## src/rtl/complement_pipe_pkg.sv

```systemverilog
// Shared mode encodings, default lane width and lane-slice helper for complement_pipe.
// COMPLEMENT_PIPE_SAT_EN (see complement_lane) selects saturating overflow.
package complement_pipe_pkg;

    localparam logic COMP_MODE_SM2TC = 1'b0;
    localparam logic COMP_MODE_TC2SM = 1'b1;

    localparam int SIGWIDTH   = 11;
    localparam int LOW_EXPAND = 1;
    localparam int LANE_W_DEF = SIGWIDTH + 4 + LOW_EXPAND;

endpackage

`define COMP_LANE(vec, idx, w) vec[(idx)*(w) +: (w)]

```

## src/rtl/complement_pipe_if.sv

```systemverilog
// Beat handshake bundle for complement_pipe: upstream beat in, converted beat out.
// master drives beats into the pipe and consumes results; slave is the pipe.
interface complement_pipe_if #(
    parameter int LANES  = 4,
    parameter int LANE_W = 16
);
    logic                    in_valid;
    logic                    in_ready;
    logic                    in_mode;
    logic [LANES-1:0]        in_sign;
    logic [LANES*LANE_W-1:0] in_num;
    logic                    out_valid;
    logic                    out_ready;
    logic [LANES*LANE_W-1:0] out_num;
    logic [LANES-1:0]        out_ovf;

    modport master (
        output in_valid, in_mode, in_sign, in_num, out_ready,
        input  in_ready, out_valid, out_num, out_ovf
    );

    modport slave (
        input  in_valid, in_mode, in_sign, in_num, out_ready,
        output in_ready, out_valid, out_num, out_ovf
    );
endinterface

```

## src/rtl/complement_pipe_lane.sv

```systemverilog
// Single-lane combinational convert for stage 2 of complement_pipe.
// COMPLEMENT_PIPE_SAT_EN: saturate the most negative 2C input instead of wrapping.
module complement_lane
    import complement_pipe_pkg::*;
#(
    parameter int LANE_W = 16
) (
    input  logic              mode,
    input  logic              sign,
    input  logic              zero,
    input  logic              neg,
    input  logic [LANE_W-2:0] low,
    output logic [LANE_W-1:0] res,
    output logic              ovf
);
    localparam int LW = LANE_W - 1;
    typedef logic [LW-1:0] low_t;

    low_t mag;
    logic big;

    always_comb begin
        mag = neg ? low_t'(~low + low_t'(1)) : low;
        big = (mode == COMP_MODE_TC2SM) && neg && (low == '0);
        res = {sign, mag};
        ovf = 1'b0;
        if (zero) begin
            res = '0;
        end else if (big) begin
`ifdef COMPLEMENT_PIPE_SAT_EN
            res = {sign, {LW{1'b1}}};
            ovf = 1'b1;
`else
            // magnitude already wrapped to zero; only the sign survives
            res = {sign, {LW{1'b0}}};
`endif
        end
    end
endmodule

```

## src/rtl/complement_pipe.sv

```systemverilog
// Two-stage sign-magnitude <-> two's-complement lane converter with valid/ready.
// COMPLEMENT_PIPE_SAT_EN enables saturation and overflow flags on 2C->SM.
module complement_pipe
    import complement_pipe_pkg::*;
#(
    parameter int LANES  = 4,
    parameter int LANE_W = LANE_W_DEF
) (
    input  logic                 clk,
    input  logic                 rst_n,
    complement_pipe_if.slave     bus
);
    typedef logic [LANE_W-2:0] low_t;

    logic adv;

    logic [LANES-1:0] d_zero;
    logic [LANES-1:0] d_neg;
    logic [LANES-1:0] d_osign;
    low_t [LANES-1:0] d_low;

    logic             s1_valid;
    logic             s1_mode;
    logic [LANES-1:0] s1_zero;
    logic [LANES-1:0] s1_neg;
    logic [LANES-1:0] s1_osign;
    low_t [LANES-1:0] s1_low;

    logic [LANES*LANE_W-1:0] lane_res;
    logic [LANES-1:0]        lane_ovf;

    logic                    out_valid_q;
    logic [LANES*LANE_W-1:0] out_num_q;
    logic [LANES-1:0]        out_ovf_q;

    assign adv           = !out_valid_q || bus.out_ready;
    assign bus.in_ready  = adv;
    assign bus.out_valid = out_valid_q;
    assign bus.out_num   = out_num_q;
    assign bus.out_ovf   = out_ovf_q;

    always_comb begin
        d_zero  = '0;
        d_neg   = '0;
        d_osign = '0;
        d_low   = '0;
        for (int i = 0; i < LANES; i++) begin
            d_zero[i] = (`COMP_LANE(bus.in_num, i, LANE_W) == '0);
            d_low[i]  = bus.in_num[i*LANE_W +: LANE_W-1];
            if (bus.in_mode == COMP_MODE_TC2SM) begin
                d_neg[i]   = bus.in_num[i*LANE_W + LANE_W-1];
                d_osign[i] = d_neg[i] ^ bus.in_sign[i];
            end else begin
                d_neg[i]   = bus.in_num[i*LANE_W + LANE_W-1] ^ bus.in_sign[i];
                d_osign[i] = d_neg[i];
            end
        end
    end

    // stage-1 payload needs no reset: it is qualified by s1_valid
    always_ff @(posedge clk) begin
        if (adv) begin
            s1_mode  <= bus.in_mode;
            s1_zero  <= d_zero;
            s1_neg   <= d_neg;
            s1_osign <= d_osign;
            s1_low   <= d_low;
        end
    end

    for (genvar g = 0; g < LANES; g++) begin : g_lane
        complement_lane #(
            .LANE_W (LANE_W)
        ) u_lane (
            .mode (s1_mode),
            .sign (s1_osign[g]),
            .zero (s1_zero[g]),
            .neg  (s1_neg[g]),
            .low  (s1_low[g]),
            .res  (lane_res[g*LANE_W +: LANE_W]),
            .ovf  (lane_ovf[g])
        );
    end

    always_ff @(posedge clk) begin
        if (!rst_n) begin
            s1_valid    <= 1'b0;
            out_valid_q <= 1'b0;
            out_num_q   <= '0;
            out_ovf_q   <= '0;
        end else if (adv) begin
            s1_valid    <= bus.in_valid;
            out_valid_q <= s1_valid;
            out_num_q   <= lane_res;
            out_ovf_q   <= lane_ovf;
        end
    end
endmodule
```

## src/flat_wrapper.sv

```systemverilog
// flat-port wrapper written by rule: the top's interface ports become plain ports
module complement_pipe_flat import complement_pipe_pkg::*;
#(
    parameter int LANES  = 4,
    parameter int LANE_W = LANE_W_DEF
)
  (clk, rst_n, bus_in_valid, bus_in_mode, bus_in_sign, bus_in_num, bus_out_ready, bus_in_ready, bus_out_valid, bus_out_num, bus_out_ovf);
  complement_pipe_if #(.LANES(LANES), .LANE_W(LANE_W)) bus_i ();
  input  logic clk;
  input  logic rst_n;
  input wire logic [$bits(bus_i.in_valid)-1:0] bus_in_valid;
  input wire logic [$bits(bus_i.in_mode)-1:0] bus_in_mode;
  input wire logic [$bits(bus_i.in_sign)-1:0] bus_in_sign;
  input wire logic [$bits(bus_i.in_num)-1:0] bus_in_num;
  input wire logic [$bits(bus_i.out_ready)-1:0] bus_out_ready;
  output wire logic [$bits(bus_i.in_ready)-1:0] bus_in_ready;
  output wire logic [$bits(bus_i.out_valid)-1:0] bus_out_valid;
  output wire logic [$bits(bus_i.out_num)-1:0] bus_out_num;
  output wire logic [$bits(bus_i.out_ovf)-1:0] bus_out_ovf;
  assign bus_i.in_valid = bus_in_valid;
  assign bus_i.in_mode = bus_in_mode;
  assign bus_i.in_sign = bus_in_sign;
  assign bus_i.in_num = bus_in_num;
  assign bus_i.out_ready = bus_out_ready;
  assign bus_in_ready = bus_i.in_ready;
  assign bus_out_valid = bus_i.out_valid;
  assign bus_out_num = bus_i.out_num;
  assign bus_out_ovf = bus_i.out_ovf;
  complement_pipe #(.LANES(LANES), .LANE_W(LANE_W)) u_core (.clk(clk), .rst_n(rst_n), .bus(bus_i));
endmodule
```

## config.mk

```make
export PLATFORM = sky130hd
export DESIGN_NAME = complement_pipe_flat
export DESIGN_NICKNAME = d
export VERILOG_FILES = /design/src/rtl/complement_pipe_pkg.sv /design/src/rtl/complement_pipe_if.sv /design/src/rtl/complement_pipe_lane.sv /design/src/rtl/complement_pipe.sv /design/src/flat_wrapper.sv
export SDC_FILE = /design/constraint.sdc
export NUM_CORES = 1
export LEC_CHECK = 0
export CAP_MARGIN = 20
export CORE_MARGIN = 5
export CORE_UTILIZATION = 50
export CTS_CLUSTER_DIAMETER = 60
export CTS_CLUSTER_SIZE = 20
export DETAILED_ROUTE_END_ITERATION = 16
export GPL_TIMING_DRIVEN = 0
export PLACE_DENSITY = 0.8
export SYNTH_ARGS = -nofsm -noshare
export SYNTH_HDL_FRONTEND = slang
export SYNTH_SLANG_ARGS = --single-unit
```

## constraint.sdc

```tcl
create_clock -name clk -period 4.25 [get_ports clk]
set_input_delay 0.425 -clock clk [delete_from_list [all_inputs] [get_ports clk]]
set_output_delay 0.425 -clock clk [all_outputs]
set_load 0.1 [all_outputs]
```

==> impl_metrics.env <==
export IMPL_num_nets_final=755
export IMPL_globalRouteTotalUtil_pct=19.8
export IMPL_finalSetupTns_ps=0
export IMPL_pwr_density_cell_nw_per_um2=517
export IMPL_postCtsSetupBuffers=0
export IMPL_combinational_family_with_the_most_area_after_synthesis="simple AND/OR/NAND/NOR gates"
export IMPL_fmaxAchievable_mhz=266
export IMPL_tritoncts="built"
export IMPL_detailedPlacementHpwl_mm=10.5
export IMPL_ys_top_cells_by_area="sky130_fd_sc_hd__edfxtp_1 37%, sky130_fd_sc_hd__dfxtp_1 22%, sky130_fd_sc_hd__xor2_1 7.1%"
export IMPL_path_class="in2out"
export IMPL_yosys_register_bits=139
export IMPL_area_of_combinational_cells_with_multiple_inputs_sq_um=2210
export IMPL_finalMaxSlewViolations=0
export IMPL_timing_hold_worst_path_depth=2
export IMPL_drt_antenna_violating_nets=0
export IMPL_place_gp_congestion=0.873
export IMPL_vdd_ir_drop_worst_mv=0.352
export IMPL_cp_capture_type="primary output"
export IMPL_htree_num_levels=4
export IMPL_critPathMaxFanout=39
export IMPL_rows=39
export IMPL_syn_cell_area_sq_um=5890
export IMPL_synth_async_sr_flop_share_pct=0
export IMPL_cts_root_buf="sky130_fd_sc_hd__clkbuf_16"
export IMPL_cp_slowest_stage_delay_ps=1000
export IMPL_area_growth_syn_to_layout_pct=37.0
export IMPL_cts_num_sinks=139
export IMPL_area_share_of_the_leading_cell_type_in_the_synthesized_netlist_pct=37.2
export IMPL_largest_clock_skew_in_the_final_design_ps=8.00
export IMPL_setup_violations_final=0
export IMPL_routed_wire_length_per_instance_um=16.7
export IMPL_cell_family_with_the_largest_share_of_critical_path_delay="buffers and inverters"
export IMPL_rsz0062_at_grt="no"
export IMPL_number_of_buffers_added_by_the_clock_tree_synthesis_step=17
export IMPL_worst_pin_slew_ps=1020
export IMPL_dieWidth_um=119
export IMPL_ctsResizeCount=0
export IMPL_area_taken_by_flip_flops_and_latches_sq_um=3510
export IMPL_final_fill_count=831
export IMPL_clock_latency_at_the_later_pin_of_the_worst_skew_pair_ps=410
export IMPL_starting_drc_count_in_detailed_routing=258
export IMPL_most_numerous_cell_on_the_critical_path="sky130_fd_sc_hd__clkdlybuf4s50_1"
export IMPL_numPortBuffers=137
export IMPL_final_report_hold_violation_count=0
export IMPL_fp_dieArea_sq_um=14100
export IMPL_clock_tree_buffer_depth=2
export IMPL_worst_setup_hold_path_clk_slew_ps=50
export IMPL_io_pins=143
export IMPL_layout_drive_gt1_share_pct=6.80
export IMPL_dp_worst_setup_slack_ps=501
export IMPL_yosys_area_share_simple_pct=16.0
export IMPL_hold_buffers=0
export IMPL_yosys_cell_count_top_type="sky130_fd_sc_hd__edfxtp_1"
export IMPL_timing_final_crit_period_ps=3760
export IMPL_reg2regPathDepth=7
export IMPL_post_synth_fa_ha_maj_area_fraction_pct=0.850
export IMPL_synth_avg_cell_area_sq_um=11.4
export IMPL_crit_buf_inv=4
export IMPL_relSlewSlack_pct=31.9
export IMPL_grt_first_pass_wirelength_mm=22.6
export IMPL_total_leakage_power_uw=0.00297
export IMPL_largest_net_degree_at_the_start_of_global_routing=40
export IMPL_post_synth_inst_count=518
export IMPL_firstDrtPassIters=4
export IMPL_ys_warnings_count=0
export IMPL_worstPathRequired_ps=3830
export IMPL_core_area_sq_um=11500
export IMPL_timing_hold_worst_class="in2reg"
export IMPL_synth_area_mux_share_pct=0.340
export IMPL_worst_hold_slack_ps=309
export IMPL_globalRoute_totalOverflow=0
export IMPL_synth_seq_area_share_pct=59.6
export IMPL_critical_path_arrival_ps=3330
export IMPL_route_final_wire_length_mm=14.0
export IMPL_antenna_cells_inserted=0
export IMPL_netlist_top_cells_count="73 x sky130_fd_sc_hd__edfxtp_1, 70 x sky130_fd_sc_hd__nand2_1, 66 x sky130_fd_sc_hd__dfxtp_1"
export IMPL_synth_enable_flop_cells=73
export IMPL_path_depth=5
export IMPL_setup_ws_ps=495
export IMPL_ys_types=53
export IMPL_nature_of_the_critical_path_startpoint="primary input"
export IMPL_initial_antenna_violation_count=0
export IMPL_min_period_over_period_pct=88.4
export IMPL_detail_route_drc_violations=0
export IMPL_route_detailed_vias_per_inst=5.34
export IMPL_route_vias_total=4454
export IMPL_dieHeight_um=119
export IMPL_yosys_area_top_type="sky130_fd_sc_hd__edfxtp_1"
export IMPL_status="complete, no violations"
export IMPL_drv_cap=0
export IMPL_synth_compound_area_share_pct=11.2
export IMPL_cpMaxStageDelayCell="sky130_fd_sc_hd__clkdlybuf4s50_1"
export IMPL_initial_utilization_pct=51.4
export IMPL_first_global_vias=4635
export IMPL_ys_flop_type="sky130_fd_sc_hd__edfxtp_1"
export IMPL_post_synth_xor_area_fraction_pct=8.92
export IMPL_crit_path_cell_trace="clkdlybuf4s50_1 > nor2b_1 > clkinvlp_4 > buf_12 > clkdlybuf4s50_1"
-- report_power, final --
group	internal [uW]	leakage (uW)	total (uW)	switching, uW
sequential	1550	0.00132	1640	92.6
combinational	295	0.00136	1040	750
clock	973	0.000291	1490	517
-- layer usage --
layer,global-route usage [%],vias to the layer above,part of all wire (%)
li1,-,2193,-
met1,23.7,2104,42
met2,34.5,136,51
met3,6.06,21,5.9
met4,5.74,0,1.5
met5,0,-,0
-- path summary, 6_finish.rpt --
kind                          start                endpoint  slack [ps]
max                   bus_out_ready            bus_in_ready         490
min                           rst_n   u_core.bus.out_num[0]         310
max reg2reg    u_core.bus.out_valid  u_core.bus.out_num[55]        1570
min reg2reg  u_core.bus.out_num[41]  u_core.bus.out_num[41]         450
-- flip-flops by register name, indices dropped and copies added, names as in the netlist --
name                  cells
u_core.bus.out_num       64
u_core.s1_low            60
u_core.s1_neg             4
u_core.s1_osign           4
u_core.s1_zero            4
u_core.bus.out_valid      1
u_core.s1_mode            1
u_core.s1_valid           1
-- per-stage QoR --
step / power (uW) / util [%] / std cells / area (sq um)
after floorplan: 2410 / - / 521 / 5910
after global placement: 2690 / 65.0 / 801 / 7460
after detailed placement: 2710 / 65.2 / 802 / 7480
after CTS: 4210 / 70.4 / 834 / 8070
after global routing: 4330 / 70.4 / 834 / 8070
final: 4170 / 70.4 / 834 / 8070
-- area by class of cell --
class / instances / share of cell area, %
well taps: 143 / 2.22
plain buffers: 21 / 1.54
inverters: 14 / 0.698
repair buffers: 138 / 17.2
flip-flops and latches: 139 / 43.5
multi-input cells: 347 / 27.4
clock inverters: 10 / 1.83
clock buffers: 22 / 5.51
-- logic make-up after synthesis --
logic type / after synthesis
AND/OR/NAND/NOR: 170
flip-flops: 139
AO/OA/AOI/OAI: 107
XOR/XNOR: 60
buffers and inverters: 35
adder cells (fa/ha/maj): 4
multiplexers: 2
other: 1
-- cell usage in the layout (no fill, tap or decap), types with 10 or more instances in the layout --
cell type | Yosys | routed
sky130_fd_sc_hd__o31ai_1 | 13 | 13
sky130_fd_sc_hd__edfxtp_1 | 73 | 73
sky130_fd_sc_hd__o21ai_0 | 17 | 17
sky130_fd_sc_hd__clkbuf_1 | 11 | 16
sky130_fd_sc_hd__xnor2_1 | 12 | 12
sky130_fd_sc_hd__nor2b_1 | 18 | 18
sky130_fd_sc_hd__clkdlybuf4s50_1 | 0 | 137
sky130_fd_sc_hd__nor2_1 | 10 | 10
sky130_fd_sc_hd__o21ai_1 | 47 | 47
sky130_fd_sc_hd__xor2_1 | 48 | 48
sky130_fd_sc_hd__nand3_1 | 10 | 10
sky130_fd_sc_hd__nor4_1 | 19 | 19
sky130_fd_sc_hd__clkbuf_16 | 0 | 17
sky130_fd_sc_hd__inv_1 | 14 | 13
sky130_fd_sc_hd__dfxtp_1 | 66 | 66
sky130_fd_sc_hd__a22oi_1 | 11 | 11
sky130_fd_sc_hd__nand2_1 | 70 | 70
No activity file was read; power rests on OpenSTA's default activity.
